**config.mk**
```make
export PLATFORM = sky130hd
export DESIGN_NAME = key_matrix_emu_flat
export DESIGN_NICKNAME = d
export VERILOG_FILES = /design/src/rtl/key_matrix_emu_if.sv /design/src/rtl/key_matrix_emu.sv /design/src/flat_wrapper.sv
export SDC_FILE = /design/constraint.sdc
export NUM_CORES = 1
export LEC_CHECK = 0
export CAP_MARGIN = 5
export CORE_MARGIN = 1
export CORE_UTILIZATION = 50
export CTS_CLUSTER_DIAMETER = 50
export DETAILED_ROUTE_END_ITERATION = 16
export MAX_ROUTING_LAYER = met4
export PLACE_DENSITY = 0.87
export SLEW_MARGIN = 20
export SYNTH_ARGS = -nofsm -noshare
export SYNTH_HDL_FRONTEND = slang
export SYNTH_SLANG_ARGS = --single-unit
```
**constraint.sdc**
```tcl
create_clock -name Clk -period 4.9 [get_ports Clk]
set_input_delay 0.735 -clock Clk [delete_from_list [all_inputs] [get_ports Clk]]
set_output_delay 0.735 -clock Clk [all_outputs]
set_load 0.005 [all_outputs]
```
**src/rtl/key_matrix_emu_if.sv**
```systemverilog
// Request/keypad bundle between a keypad-scanner-side driver and the matrix emulator.
// key_c is the scanner's column drive and key_r the emulated row response, both active-low.
interface key_matrix_emu_if;
  logic [3:0] key_c;
  logic       req_valid;
  logic [3:0] req_code;
  logic       req_ready;
  logic [3:0] key_r;
  logic       busy;
  logic       done;

  modport master (
    output key_c, req_valid, req_code,
    input  req_ready, key_r, busy, done
  );

  modport slave (
    input  key_c, req_valid, req_code,
    output req_ready, key_r, busy, done
  );
endinterface

```
**src/rtl/key_matrix_emu.sv**
```systemverilog
// 4x4 keypad emulator: presses one key for HOLD_CYCLES, then forces release for GAP_CYCLES.
// Row lines respond combinationally to the scanner's column drive.
module key_matrix_emu #(
  parameter int HOLD_CYCLES = 16,
  parameter int GAP_CYCLES  = 8
) (
  input logic             Clk,
  input logic             Rst_n,
  key_matrix_emu_if.slave kif
);

  localparam int MAX_CYC = (HOLD_CYCLES > GAP_CYCLES) ? HOLD_CYCLES : GAP_CYCLES;
  localparam int CNT_W   = $clog2(MAX_CYC) + 1;
  localparam logic [CNT_W-1:0] HOLD_LOAD = CNT_W'(HOLD_CYCLES - 1);
  localparam logic [CNT_W-1:0] GAP_LOAD  = CNT_W'(GAP_CYCLES - 1);

  typedef enum logic [1:0] {
    IDLE  = 2'd0,
    PRESS = 2'd1,
    GAP   = 2'd2
  } state_t;

  state_t           state_q, state_d;
  logic [CNT_W-1:0] cnt_q, cnt_d;
  logic [1:0]       col_q, col_d;
  logic [1:0]       row_q, row_d;
  logic             done_q, done_d;
  logic [3:0]       row_drive;

  // Keymap lookup: returns {column index, row index}.
  function automatic logic [3:0] decode_key(input logic [3:0] code);
    logic [3:0] cr;
    cr = 4'h0;
    case (code)
      4'h1: cr = {2'd0, 2'd0};
      4'h4: cr = {2'd0, 2'd1};
      4'h7: cr = {2'd0, 2'd2};
      4'hA: cr = {2'd0, 2'd3};
      4'h2: cr = {2'd1, 2'd0};
      4'h5: cr = {2'd1, 2'd1};
      4'h8: cr = {2'd1, 2'd2};
      4'hB: cr = {2'd1, 2'd3};
      4'h3: cr = {2'd2, 2'd0};
      4'h6: cr = {2'd2, 2'd1};
      4'h9: cr = {2'd2, 2'd2};
      4'hC: cr = {2'd2, 2'd3};
      4'hF: cr = {2'd3, 2'd0};
      4'h0: cr = {2'd3, 2'd1};
      4'hE: cr = {2'd3, 2'd2};
      4'hD: cr = {2'd3, 2'd3};
      default: cr = 4'h0;
    endcase
    return cr;
  endfunction

  always_ff @(posedge Clk or negedge Rst_n) begin
    if (!Rst_n) begin
      state_q <= IDLE;
      cnt_q   <= '0;
      col_q   <= 2'd0;
      row_q   <= 2'd0;
      done_q  <= 1'b0;
    end else begin
      state_q <= state_d;
      cnt_q   <= cnt_d;
      col_q   <= col_d;
      row_q   <= row_d;
      done_q  <= done_d;
    end
  end

  always_comb begin
    state_d = state_q;
    cnt_d   = cnt_q;
    col_d   = col_q;
    row_d   = row_q;
    done_d  = 1'b0;
    case (state_q)
      IDLE: begin
        if (kif.req_valid) begin
          state_d        = PRESS;
          cnt_d          = HOLD_LOAD;
          {col_d, row_d} = decode_key(kif.req_code);
        end
      end
      PRESS: begin
        if (cnt_q == '0) begin
          state_d = GAP;
          cnt_d   = GAP_LOAD;
        end else begin
          cnt_d = cnt_q - CNT_W'(1);
        end
      end
      GAP: begin
        // done is registered so it lands in the first IDLE cycle.
        if (cnt_q == '0) begin
          state_d = IDLE;
          done_d  = 1'b1;
        end else begin
          cnt_d = cnt_q - CNT_W'(1);
        end
      end
      default: state_d = IDLE;
    endcase
  end

  // Zero-latency row response so the scanner sees rows matching its current column.
  always_comb begin
    row_drive = 4'hF;
    if (state_q == PRESS && !kif.key_c[col_q]) begin
      row_drive[row_q] = 1'b0;
    end
  end

  assign kif.key_r     = row_drive;
  assign kif.req_ready = (state_q == IDLE);
  assign kif.busy      = (state_q != IDLE);
  assign kif.done      = done_q;

endmodule

```
**src/flat_wrapper.sv**
```systemverilog
// flat-port wrapper written by rule: the top's interface ports become plain ports
module key_matrix_emu_flat 
#(
  parameter int HOLD_CYCLES = 16,
  parameter int GAP_CYCLES  = 8
)
  (Clk, Rst_n, kif_key_c, kif_req_valid, kif_req_code, kif_req_ready, kif_key_r, kif_busy, kif_done);
  key_matrix_emu_if kif_i ();
  input logic Clk;
  input logic Rst_n;
  input wire logic [$bits(kif_i.key_c)-1:0] kif_key_c;
  input wire logic [$bits(kif_i.req_valid)-1:0] kif_req_valid;
  input wire logic [$bits(kif_i.req_code)-1:0] kif_req_code;
  output wire logic [$bits(kif_i.req_ready)-1:0] kif_req_ready;
  output wire logic [$bits(kif_i.key_r)-1:0] kif_key_r;
  output wire logic [$bits(kif_i.busy)-1:0] kif_busy;
  output wire logic [$bits(kif_i.done)-1:0] kif_done;
  assign kif_i.key_c = kif_key_c;
  assign kif_i.req_valid = kif_req_valid;
  assign kif_i.req_code = kif_req_code;
  assign kif_req_ready = kif_i.req_ready;
  assign kif_key_r = kif_i.key_r;
  assign kif_busy = kif_i.busy;
  assign kif_done = kif_i.done;
  key_matrix_emu #(.HOLD_CYCLES(HOLD_CYCLES), .GAP_CYCLES(GAP_CYCLES)) u_core (.Clk(Clk), .Rst_n(Rst_n), .kif(kif_i));
endmodule
```
Word-level counts from Yosys, hierarchy flattened
Memory sizes are Yosys's and may differ from the RTL's. A register that Yosys moved wholly into a read port is not among the register bits.
Cells that the tools add are included.
{"block": "word_totals", "regBits": 8, "rom_bits": 64, "out_inout_bits": 7, "input_bits": 11, "mem_count": 1}
{"memory": "(name not given)", "depth": 16, "width": 4, "read_ports": 1, "rd_ports_with_merged_regs": 1, "wr": 0, "line": "key_matrix_emu.sv:34", "rtl": "case (code)"}
{"block": "op_classes", "order_cmp": 3, "eq_ne": 6, "n_addsub": 1, "n_reduce_logical": 11, "muxes": 15, "bitwise": 1}
{"cell": "$mux 5", "count": 3}
{"cell": "$pmux 5 s3", "count": 1}
{"cell": "$lt 2x3->1 const B", "count": 2}
{"cell": "$mux 2", "count": 3}
{"cell": "$pmux 2 s3", "count": 1}
{"cell": "$reduce_and 3->1", "count": 2}
{"cell": "$logic_not 5->1", "count": 1}
{"cell": "$sub 5x1->5 const B", "count": 1}
{"cell": "$mux 1", "count": 4}
{"cell": "$mux 4", "count": 1}
{"cell": "$ne 2x1->1 const B", "count": 2}
{"cell": "$ne 2x2->1 const B", "count": 2}
{"cell": "$not 4->4", "count": 1}
{"cell": "$reduce_bool 3->1", "count": 1}
{"cell": "$bmux 1 s2", "count": 1}
{"cell": "$demux 1 s2", "count": 1}
{"cell": "$eq 2x1->1 const B", "count": 1}
{"cell": "$eq 2x2->1 const B", "count": 1}
{"cell": "$ge 2x1->1 const B", "count": 1}
{"cell": "$logic_and 1x1->1", "count": 2}
{"cell": "$logic_not 1->1", "count": 2}
{"cell": "$logic_not 2->1", "count": 1}
{"cell": "$reduce_and 2->1", "count": 1}
{"cell": "$reduce_bool 2->1", "count": 1}

Depth between registers and ports, before layout
Gate-level depths: netlist of the first run.
{"block": "depth", "word_depth": 6, "ltp_mapped": 6, "depth_no_buf": 6}

Worst setup path before layout of the first run
OpenSTA, ideal clock, no wires.
{"block": "synth_path", "kind": "input port to output port", "startpoint": "input port kif_key_c[3]", "endpoint": "output port kif_key_r[0]", "path_buffers": 0, "cell_stages": 4, "required_time_ns": 4.165, "path_slack_ns": 2.577, "arrival_ns": 1.588, "path_cell_list": "mux4_2 nor2b_1 nor2b_1 nand2b_1"}
{"block": "synth_via", "elab_chain_cells": 5}
{"item": "start, declared", "line": "flat_wrapper.sv:11", "rtl": "input wire logic [$bits(kif_i.key_c)-1:0] kif_key_c;"}
{"item": "$bmux 1 s2", "line": "key_matrix_emu.sv:110", "rtl": "if (state_q == PRESS && !kif.key_c[col_q]) begin"}
{"item": "$mux 1 (implied by the code)", "line": "key_matrix_emu.sv:110"}
{"item": "$logic_not 1->1", "line": "key_matrix_emu.sv:110"}
{"item": "$logic_and 1x1->1", "line": "key_matrix_emu.sv:110"}
{"item": "$mux 4", "line": "key_matrix_emu.sv:110"}
{"item": "end, declared", "line": "flat_wrapper.sv:15", "rtl": "output wire logic [$bits(kif_i.key_r)-1:0] kif_key_r;"}
Every way passes these cells. The select of a mux whose other input is x is not followed.

Worst setup path after layout of the first run
{"block": "layout_path", "startpoint": "input port kif_key_c[0]", "endpoint": "output port kif_key_r[0]"}
Same word-level chain as after synthesis.

==> results_dict.tcl, run 1 <==
set metrics [dict create \
    status "complete, no violations" \
    track_usage_pct 21.6 \
    vdd_ir_drop_max_uv 194 \
    ys_seq_area_share_pct 35.8 \
    instances_no_fill 126 \
    core_um2 1540 \
    tns_ns 0 \
    synth_nets 112 \
    maxCapViolCount 0 \
    worst-slew-pin-transition_ns 0.666 \
    die_y_um 43.0 \
    r2r-end "u_core.cnt_q[2]" \
    grt_start_max_net_pins 13 \
    dp_worst_setup_slack_ns 1.71 \
    r2r-start "u_core.state_q[0]" \
    ant_nets 0 \
    cts_htree_levels 1 \
    start_util_pct 54.5 \
    grt_overflow_total 0 \
    end_kind "output pin" \
    slew-limit-headroom_pct 55.3 \
    cts_sinks 12 \
    drive_gt1_share_pct 6.36 \
    synth_fa_ha_area_share_pct 14.9 \
    row_count 14 \
    antenna_found_initial 0 \
    wire_per_inst_um 13.2 \
    initialDrtViolationCount 18 \
    hold_buffers 0 \
    final_common_cell "clkdlybuf4s50_1" \
    drtPass1Iterations 4 \
    synth_compound_area_share_pct 19.4 \
    place_hpwl_um 1300 \
    diodes 0 \
    io_pins 18 \
    ctsResizeCount 0 \
    final_cell_mix "clkdlybuf4s50_1, o21ai_0, dfrtp_1" \
    rrSetupSlack_ns 2.87 \
    finalHoldViolations 0 \
    via_per_inst 5.78 \
    grt_pass1_vias 706 \
    nets 133 \
    power.density_nw_per_um2 460 \
    criticalPathCategory "in2out" \
    die_area_um2 1850 \
    cts_buffers 3 \
    min_from "u_core.col_q[1]" \
    ys_types 26 \
    rr_worst_depth 6 \
    grt_first_pass_wirelength_um 2790 \
    vias 728 \
    fmaxAchievable_mhz 313 \
    post-route-period-util_pct 65.3 \
    synthToLayoutAreaGrowth_pct 24.9 \
    cp.required_ns 4.16 \
    wirelength_um 1670 \
    crit_path_max_fanout 3 \
    synth_xor_area_share_pct 1.04 \
    setup_viol_count_final 0 \
    period_minus_slack_ns 3.20 \
    clock_path_buffers 2 \
    synth_top_family_by_area "compound AO/OA/AOI/OAI gates" \
    syn_avg_cell_area_um2 9.23 \
    synthSimpleGateAreaFrac_pct 17.1 \
    dp.cells 123 \
    ys_ff_latch 12 \
    hold_path_class "reg2reg" \
    fin_util_pct 68.0 \
    path_clk_slew_ns 0.08 \
    syn-instance-count 91 \
    final_max_slew_viol_count 0 \
    whs_path_depth 2 \
    root_buffer "clkbuf_4" \
    rsz0062_at_grt "false" \
    cts_tree "done" \
    synth_area_um2 840 \
    port_buffers 17 \
    crit_arrival_ns 2.46 \
    critPathLaunchType "primary input" \
    synthMuxAreaShare_pct 7.75 \
    fin_ws_ns 1.70 \
    p_leak_uw 0.000465 \
    yosysWarnings 0 \
    gp_congestion 0.864 \
    die_width_um 43.0 \
    drc 0 \
    hold_end "u_core.col_q[1]" \
    insertion_delay_ns 0.28 \
    postCtsSetupRepairBufs 0 \
    fin_skew_ns 0.00294 \
]
## registers in the layout (all words and copies together) (netlist names)
register / flops
u_core.cnt_q: 5
u_core.col_q: 2
u_core.row_q: 2
u_core.state_q: 2
u_core.kif.done: 1
## metal layers
| metal | global-route usage (%) | part of all wire, % |
|---|---|---|
| met5 | - | 0 |
| met1 | 21.7 | 43 |
| met3 | 5.53 | 3.6 |
| met4 | 13.9 | 2.0 |
| met2 | 36.7 | 51 |
## cell usage after synthesis
master,number,share of area [%]
clkbuf_1,1,0.45
mux4_2,2,5.4
nand3b_1,1,0.89
nor4b_1,1,1.0
o21ai_0,12,7.2
ha_1,10,15
mux2i_1,2,2.4
nor2b_1,3,2.2
a21oi_2,1,1.0
a22o_1,2,2.1
a21oi_1,6,3.6
o21ai_1,1,0.60
dfrtp_1,12,36
nand2b_1,3,2.2
a21boi_0,1,0.89
or4b_4,1,1.6
nand3_1,1,0.60
o221ai_1,1,1.0
and2_1,1,0.75
o22a_1,2,2.1
a211oi_1,1,0.89
nand2_1,11,4.9
inv_1,8,3.6
xor2_1,1,1.0
nor2_1,5,2.2
nor3_1,1,0.60
## stage by stage
step | hold slack [ns] | instance area [um^2] | power (uW)
2_1_floorplan | 0.439 | 840 | 336
3_3_place_gp | 0.484 | 1030 | 408
3_5_place_dp | 0.491 | 1030 | 420
4_1_cts | 0.509 | 1050 | 483
5_1_grt | 0.528 | 1050 | 523
6_report | 0.510 | 1050 | 482
## layout make-up
class / instances / area, um^2
tap: 16 / 20.0
timing repair buffer: 17 / 170
inverter: 8 / 30.0
sequential: 12 / 300
clock buffer: 3 / 22.5
multi-input combinational: 70 / 505
fill: 128 / 493
## report_power, final
part / switching, uW / internal (uW) / leakage (uW) / total, uW
Clock: 34.5 / 28.5 / 0.0000138 / 63.0
Sequential: 38.1 / 138 / 0.000147 / 176
Combinational: 114 / 129 / 0.000305 / 243
## worst max-delay path: stages
cell and delay [ns]:
clkdlybuf4s50_1 0.40, mux4_2 0.44, nor2b_1 0.18, nor2b_1 0.19, nand2b_1 0.07, clkdlybuf4s50_1 0.44
## cells by family after synthesis
logic type | after synthesis
and+or+nand+nor | 28
DFF | 12
xor gates and xnor gates | 1
AOI/OAI and AO/OA | 27
adders and majority gates | 10
muxes | 4
buffers and inverters | 9
## worst max-delay path by stage
stage / start / endpoint / cells past startpoint
after CTS: kif_key_c[0] / kif_key_r[0] / 6
after global placement: kif_key_c[0] / kif_key_r[2] / 6
after global routing: kif_key_c[3] / kif_key_r[2] / 6
after detailed placement: kif_key_c[3] / kif_key_r[0] / 6
final: kif_key_c[0] / kif_key_r[0] / 6
after floorplan: kif_key_c[3] / kif_key_r[0] / 4
Power figures use the tool's default switching activity.
==> run 2: changes to the inputs <==
--- a/config.mk
+++ b/config.mk
@@ -7,11 +7,11 @@
 export LEC_CHECK = 0
 export CAP_MARGIN = 5
 export CORE_MARGIN = 1
-export CORE_UTILIZATION = 50
+export CORE_UTILIZATION = 44
 export CTS_CLUSTER_DIAMETER = 50
 export DETAILED_ROUTE_END_ITERATION = 16
 export MAX_ROUTING_LAYER = met4
-export PLACE_DENSITY = 0.87
+export PLACE_DENSITY = 0.81
 export SLEW_MARGIN = 20
 export SYNTH_ARGS = -nofsm -noshare
 export SYNTH_HDL_FRONTEND = slang
==> constraint.sdc (replaced) <==
create_clock -name Clk -period 2.7 [get_ports Clk]
set_input_delay 0.405 -clock Clk [delete_from_list [all_inputs] [get_ports Clk]]
set_output_delay 0.405 -clock Clk [all_outputs]
set_load 0.005 [all_outputs]
==> run 2 against run 1 <==
  * First-iteration DRC count grew 5.6%
  * Clock power is 68% higher
  * Setup slack lost 1.5 ns
  * Critical path type unchanged
  * Largest cell class unchanged
==> results_dict.tcl, run 2 (synthesis results as in run 1) <==
set metrics [dict create \
    post-route-period-util_pct 94.3 \
    wire_per_inst_um 11.7 \
    worst-slew-pin-transition_ns 0.681 \
    cp.required_ns 2.30 \
    cpMostUsedCell "clkdlybuf4s50_1" \
    grt_start_max_net_pins 13 \
    ant_nets 0 \
    nets 133 \
    vdd_ir_drop_max_uv 670 \
    initialDrtViolationCount 19 \
    internal_power_uw 539 \
    tns_ns 0 \
    seqPwrFrac_pct 36.5 \
    diodes 0 \
    p_sw_share_pct 38.1 \
    grt_overflow_total 0 \
    critPathLaunchType "primary input" \
    gp_congestion 0.820 \
    period_minus_slack_ns 2.55 \
    path_clk_slew_ns 0.07 \
    ctsResizeCount 0 \
    crit_path_cell_trace "clkdlybuf4s50_1 > mux4_2 > nor2b_2 > nor2b_1 > nand2b_1 > clkdlybuf4s50_1" \
    root_buffer "clkbuf_4" \
    final_max_slew_viol_count 0 \
    slew-limit-headroom_pct 54.4 \
    clock_path_buffers 2 \
    die_y_um 45.7 \
    drive_gt1_share_pct 7.27 \
    core_um2 1760 \
    power.density_nw_per_um2 820 \
    via_per_inst 5.24 \
    die_area_um2 2090 \
    finalHoldViolations 0 \
    cts_sinks 12 \
    track_usage_pct 19.9 \
    p_leak_uw 0.000466 \
    status "complete, no violations" \
    postCtsSetupRepairBufs 0 \
    rr_worst_depth 6 \
    wirelength_um 1580 \
    cts_tree "done" \
    setup_viol_count_final 0 \
    fmaxAchievable_mhz 393 \
    io_pins 18 \
    largest_register_ffs 5 \
    crit_arrival_ns 2.14 \
    criticalPathCategory "in2out" \
    power_uw 871 \
    maxCapViolCount 0 \
    antenna_found_initial 0 \
    start_util_pct 47.6 \
    vias 707 \
    hold_path_class "in2async" \
    rsz0062_at_grt "false" \
    final_common_cell "clkdlybuf4s50_1" \
    cts_buffers 3 \
    insertion_delay_ns 0.27 \
    die_width_um 45.7 \
    drc 0 \
    p_switching_uw 331 \
    synthToLayoutAreaGrowth_pct 26.5 \
    fin_skew_ns 0.00385 \
    port_buffers 17 \
    crit_path_max_fanout 3 \
    row_count 15 \
    max_stage_delay_ns 0.47 \
    drtPass1Iterations 4 \
    critPathSlowestCell "mux4_2" \
    grt_pass1_vias 661 \
    cts_htree_levels 1 \
    clockPowerShare_pct 12.2 \
    final_cell_mix "clkdlybuf4s50_1, o21ai_0, dfrtp_1" \
    place_hpwl_um 1280 \
    grt_first_pass_wirelength_um 2710 \
    p_comb_share_pct 51.3 \
    hold_buffers 0 \
    end_kind "output pin" \
    top_register "u_core.cnt_q" \
]
-- run 2: cell types whose count changed in the layout (fill, tap and decap cells not counted) --
cell and delta:
nor2b_1 -1, nor2b_2 +1
-- run 2: power by group through the flow --
stage	clock network [uW]	logic (uW)	registers, uW
6_report	106	447	318
5_1_grt	120	506	328
4_1_cts	110	446	317
3_5_place_dp	0	447	320
3_3_place_gp	0	426	318
2_1_floorplan	0	306	304
-- run 2: metal layers --
metal  track usage (%)  part of all wire, %
met3              3.57                  3.5
met4              14.5                  3.6
met2              29.7                   46
met1              23.7                   46
met5                 -                    0
-- run 2: layout make-up --
cell class	count	area (um^2)
clock buffers	3	22.5
fillers	171	702
inverters	8	30.0
multi-input cells	70	508
flip-flops and latches	12	300
well taps	25	31.3
repair buffers	17	170
-- run 2: final timing paths --
path / from / to / slack [ns]
setup reg to reg: u_core.state_q[0] / u_core.cnt_q[2] / 0.70
hold reg to reg: u_core.col_q[1] / u_core.col_q[1] / 0.51
hold / removal: Rst_n / u_core.state_q[1] / 0.49
max in group asynchronous: Rst_n / u_core.state_q[0] / 1.85
setup / recovery: kif_key_c[2] / kif_key_r[0] / 0.15
min in group Clk: u_core.col_q[1] / u_core.col_q[1] / 0.51
-- run 2: critical path, delay by kind of cell --
family        cells  cell delay [ns]
buf+inv           2             0.87
mux               1             0.47
simple gates      3             0.40
-- run 2: metrics by stage --
stage,utilization (%),worst slack (ns),instances,hold WS (ns),area (um^2)
4_1_cts,60.1,0.122,135,0.499,1060
5_1_grt,60.2,0.0469,135,0.514,1060
3_5_place_dp,58.8,0.121,132,0.502,1040
3_3_place_gp,58.8,0.139,132,0.487,1040
6_report,60.2,0.154,135,0.485,1060
2_1_floorplan,-,0.980,91,0.109,840
==> run 3: changes to the inputs <==
--- a/config.mk
+++ b/config.mk
@@ -7,12 +7,12 @@
 export LEC_CHECK = 0
 export CAP_MARGIN = 5
 export CORE_MARGIN = 1
-export CORE_UTILIZATION = 44
+export CORE_UTILIZATION = 47
+export CTS_BUF_LIST = sky130_fd_sc_hd__clkbuf_2 sky130_fd_sc_hd__clkbuf_4 sky130_fd_sc_hd__clkbuf_8
 export CTS_CLUSTER_DIAMETER = 50
 export DETAILED_ROUTE_END_ITERATION = 16
 export MAX_ROUTING_LAYER = met4
-export PLACE_DENSITY = 0.81
-export SLEW_MARGIN = 20
+export PLACE_DENSITY = 0.86
 export SYNTH_ARGS = -nofsm -noshare
 export SYNTH_HDL_FRONTEND = slang
 export SYNTH_SLANG_ARGS = --single-unit
==> run 3 against run 2 <==
  * Final area up 1.2%
  * Critical path depth unchanged
  * Utilization up 7.2 points
  * Wire length down 0.19%
  * First-iteration DRC count down 37%
==> results_dict.tcl, run 3 (synthesis results as in run 1) <==
set metrics [dict create \
    crit_path_max_fanout 3 \
    dp_worst_setup_slack_ns 0.108 \
    vias 712 \
    antenna_found_initial 0 \
    drive_gt1_share_pct 8.11 \
    grt_overflow_total 0 \
    p_comb_share_pct 48.9 \
    wirelength_um 1580 \
    fin_util_pct 67.4 \
    maxCapViolCount 0 \
    p_switching_uw 343 \
    die_y_um 44.3 \
    post-route-period-util_pct 94.7 \
    top_register "u_core.cnt_q" \
    path_clk_slew_ns 0.08 \
    cpMostUsedCell "clkdlybuf4s50_1" \
    path_buf_inv 2 \
    rr_worst_depth 6 \
    p_sw_share_pct 37.6 \
    clockPowerShare_pct 15.9 \
    track_usage_pct 19.7 \
    max_stage_delay_ns 0.48 \
    drc 0 \
    grt_first_pass_wirelength_um 2700 \
    cts_sinks 12 \
    crit_path_cell_trace "clkdlybuf4s50_1 > mux4_2 > nor2b_2 > nor2b_1 > nand2_1 > clkdlybuf4s50_1" \
    setup_viol_count_final 0 \
    p_leak_uw 0.000473 \
    seqPwrFrac_pct 35.2 \
    root_buffer "clkbuf_4" \
    synthToLayoutAreaGrowth_pct 28.0 \
    vdd_ir_drop_max_uv 404 \
    gp_congestion 0.788 \
    final_cell_mix "clkdlybuf4s50_1, o21ai_0, dfrtp_1" \
    rsz0062_at_grt "false" \
    path_delay_family "buffers and inverters" \
    initialDrtViolationCount 12 \
    power.density_nw_per_um2 848 \
    critPathSlowestCell "mux4_2" \
    final_common_cell "clkdlybuf4s50_1" \
    postCtsSetupRepairBufs 0 \
    crit_arrival_ns 2.15 \
    final_max_slew_viol_count 0 \
    io_pins 18 \
    insertion_delay_ns 0.28 \
    fmaxAchievable_mhz 391 \
    cts_buffers 3 \
    worst-slew-pin-transition_ns 0.683 \
    cp.required_ns 2.30 \
    cts_htree_levels 1 \
    drtPass1Iterations 6 \
    port_buffers 17 \
    ant_nets 0 \
    largest_register_ffs 5 \
    tns_ns 0 \
    die_area_um2 1960 \
    end_kind "output pin" \
    cts_tree "done" \
    row_count 14 \
    slew-limit-headroom_pct 54.2 \
    start_util_pct 52.7 \
    nets 133 \
    power_uw 911 \
    seq_area_um2 300 \
    internal_power_uw 569 \
    grt_start_max_net_pins 13 \
    fin_skew_ns 0.00295 \
    diodes 0 \
    worst-path-stages 6 \
    core_um2 1590 \
    period_minus_slack_ns 2.56 \
    fin_ws_ns 0.144 \
    grt_pass1_vias 652 \
    hold_path_class "in2async" \
    multi_input_area_um2 508 \
    status "complete, no violations" \
    die_width_um 44.3 \
    fillers 128 \
    finalHoldViolations 0 \
    clock_path_buffers 2 \
    criticalPathCategory "in2out" \
    via_per_inst 5.27 \
    place_hpwl_um 1260 \
    critPathLaunchType "primary input" \
    wire_per_inst_um 11.7 \
]
==> run 3: cell count changes in the layout (fill, tap and decap cells not counted) <==
cell      change
clkbuf_8      +1
==> run 3: per-layer routing <==
layer | vias to the layer above | track usage, % | routed length, um
li1 | 362 | - | -
met1 | 332 | 22.7 | 707
met2 | 15 | 32.1 | 797
met3 | 3 | 4.90 | 49
met4 | 0 | 9.09 | 21
met5 | - | - | 0
==> run 3: power groups by stage <==
stage | Clock [uW] | Sequential, uW | Combinational (uW)
final | 145 | 321 | 445
after global routing | 158 | 333 | 498
after CTS | 150 | 320 | 444
after detailed placement | 0 | 321 | 442
after global placement | 0 | 320 | 423
after floorplan | 0 | 304 | 306
==> run 3: stage by stage <==
| step | instance area [um^2] | cells | hold WS [ns] |
|---|---|---|---|
| finish | 1070 | 135 | 0.475 |
| CTS | 1070 | 135 | 0.482 |
| detailed placement | 1040 | 131 | 0.492 |
| global placement | 1040 | 131 | 0.484 |
| global route | 1070 | 135 | 0.513 |
| floorplan | 840 | 91 | 0.109 |
==> run 3: cell type report <==
| class | count | share of cell area [%] |
|---|---|---|
| Sequential cell | 12 | 27.9 |
| Tap cell | 24 | 2.79 |
| Multi-Input combinational cell | 70 | 47.3 |
| Timing Repair Buffer | 17 | 15.8 |
| Clock buffer | 4 | 3.38 |
| Inverter | 8 | 2.79 |
==> run 3: what timing repair did <==
action | in CTS | in global routing
hold buffers | 0 | 0
endpoints found under the hold margin | 0 | 0
resized for setup | 0 | 1
endpoints found under the setup margin | 0 | 2
==> run 3: path summary, 6_finish.rpt <==
kind                                    from              end  slack (ns)
max in group asynchronous              Rst_n  u_core.cnt_q[0]        1.86
min reg2reg                  u_core.col_q[0]  u_core.col_q[0]        0.53
max reg2reg                u_core.state_q[0]  u_core.cnt_q[3]        0.68
min in group Clk             u_core.col_q[0]  u_core.col_q[0]        0.53
min                                    Rst_n  u_core.kif.done        0.47
max                             kif_key_c[3]     kif_key_r[2]        0.14
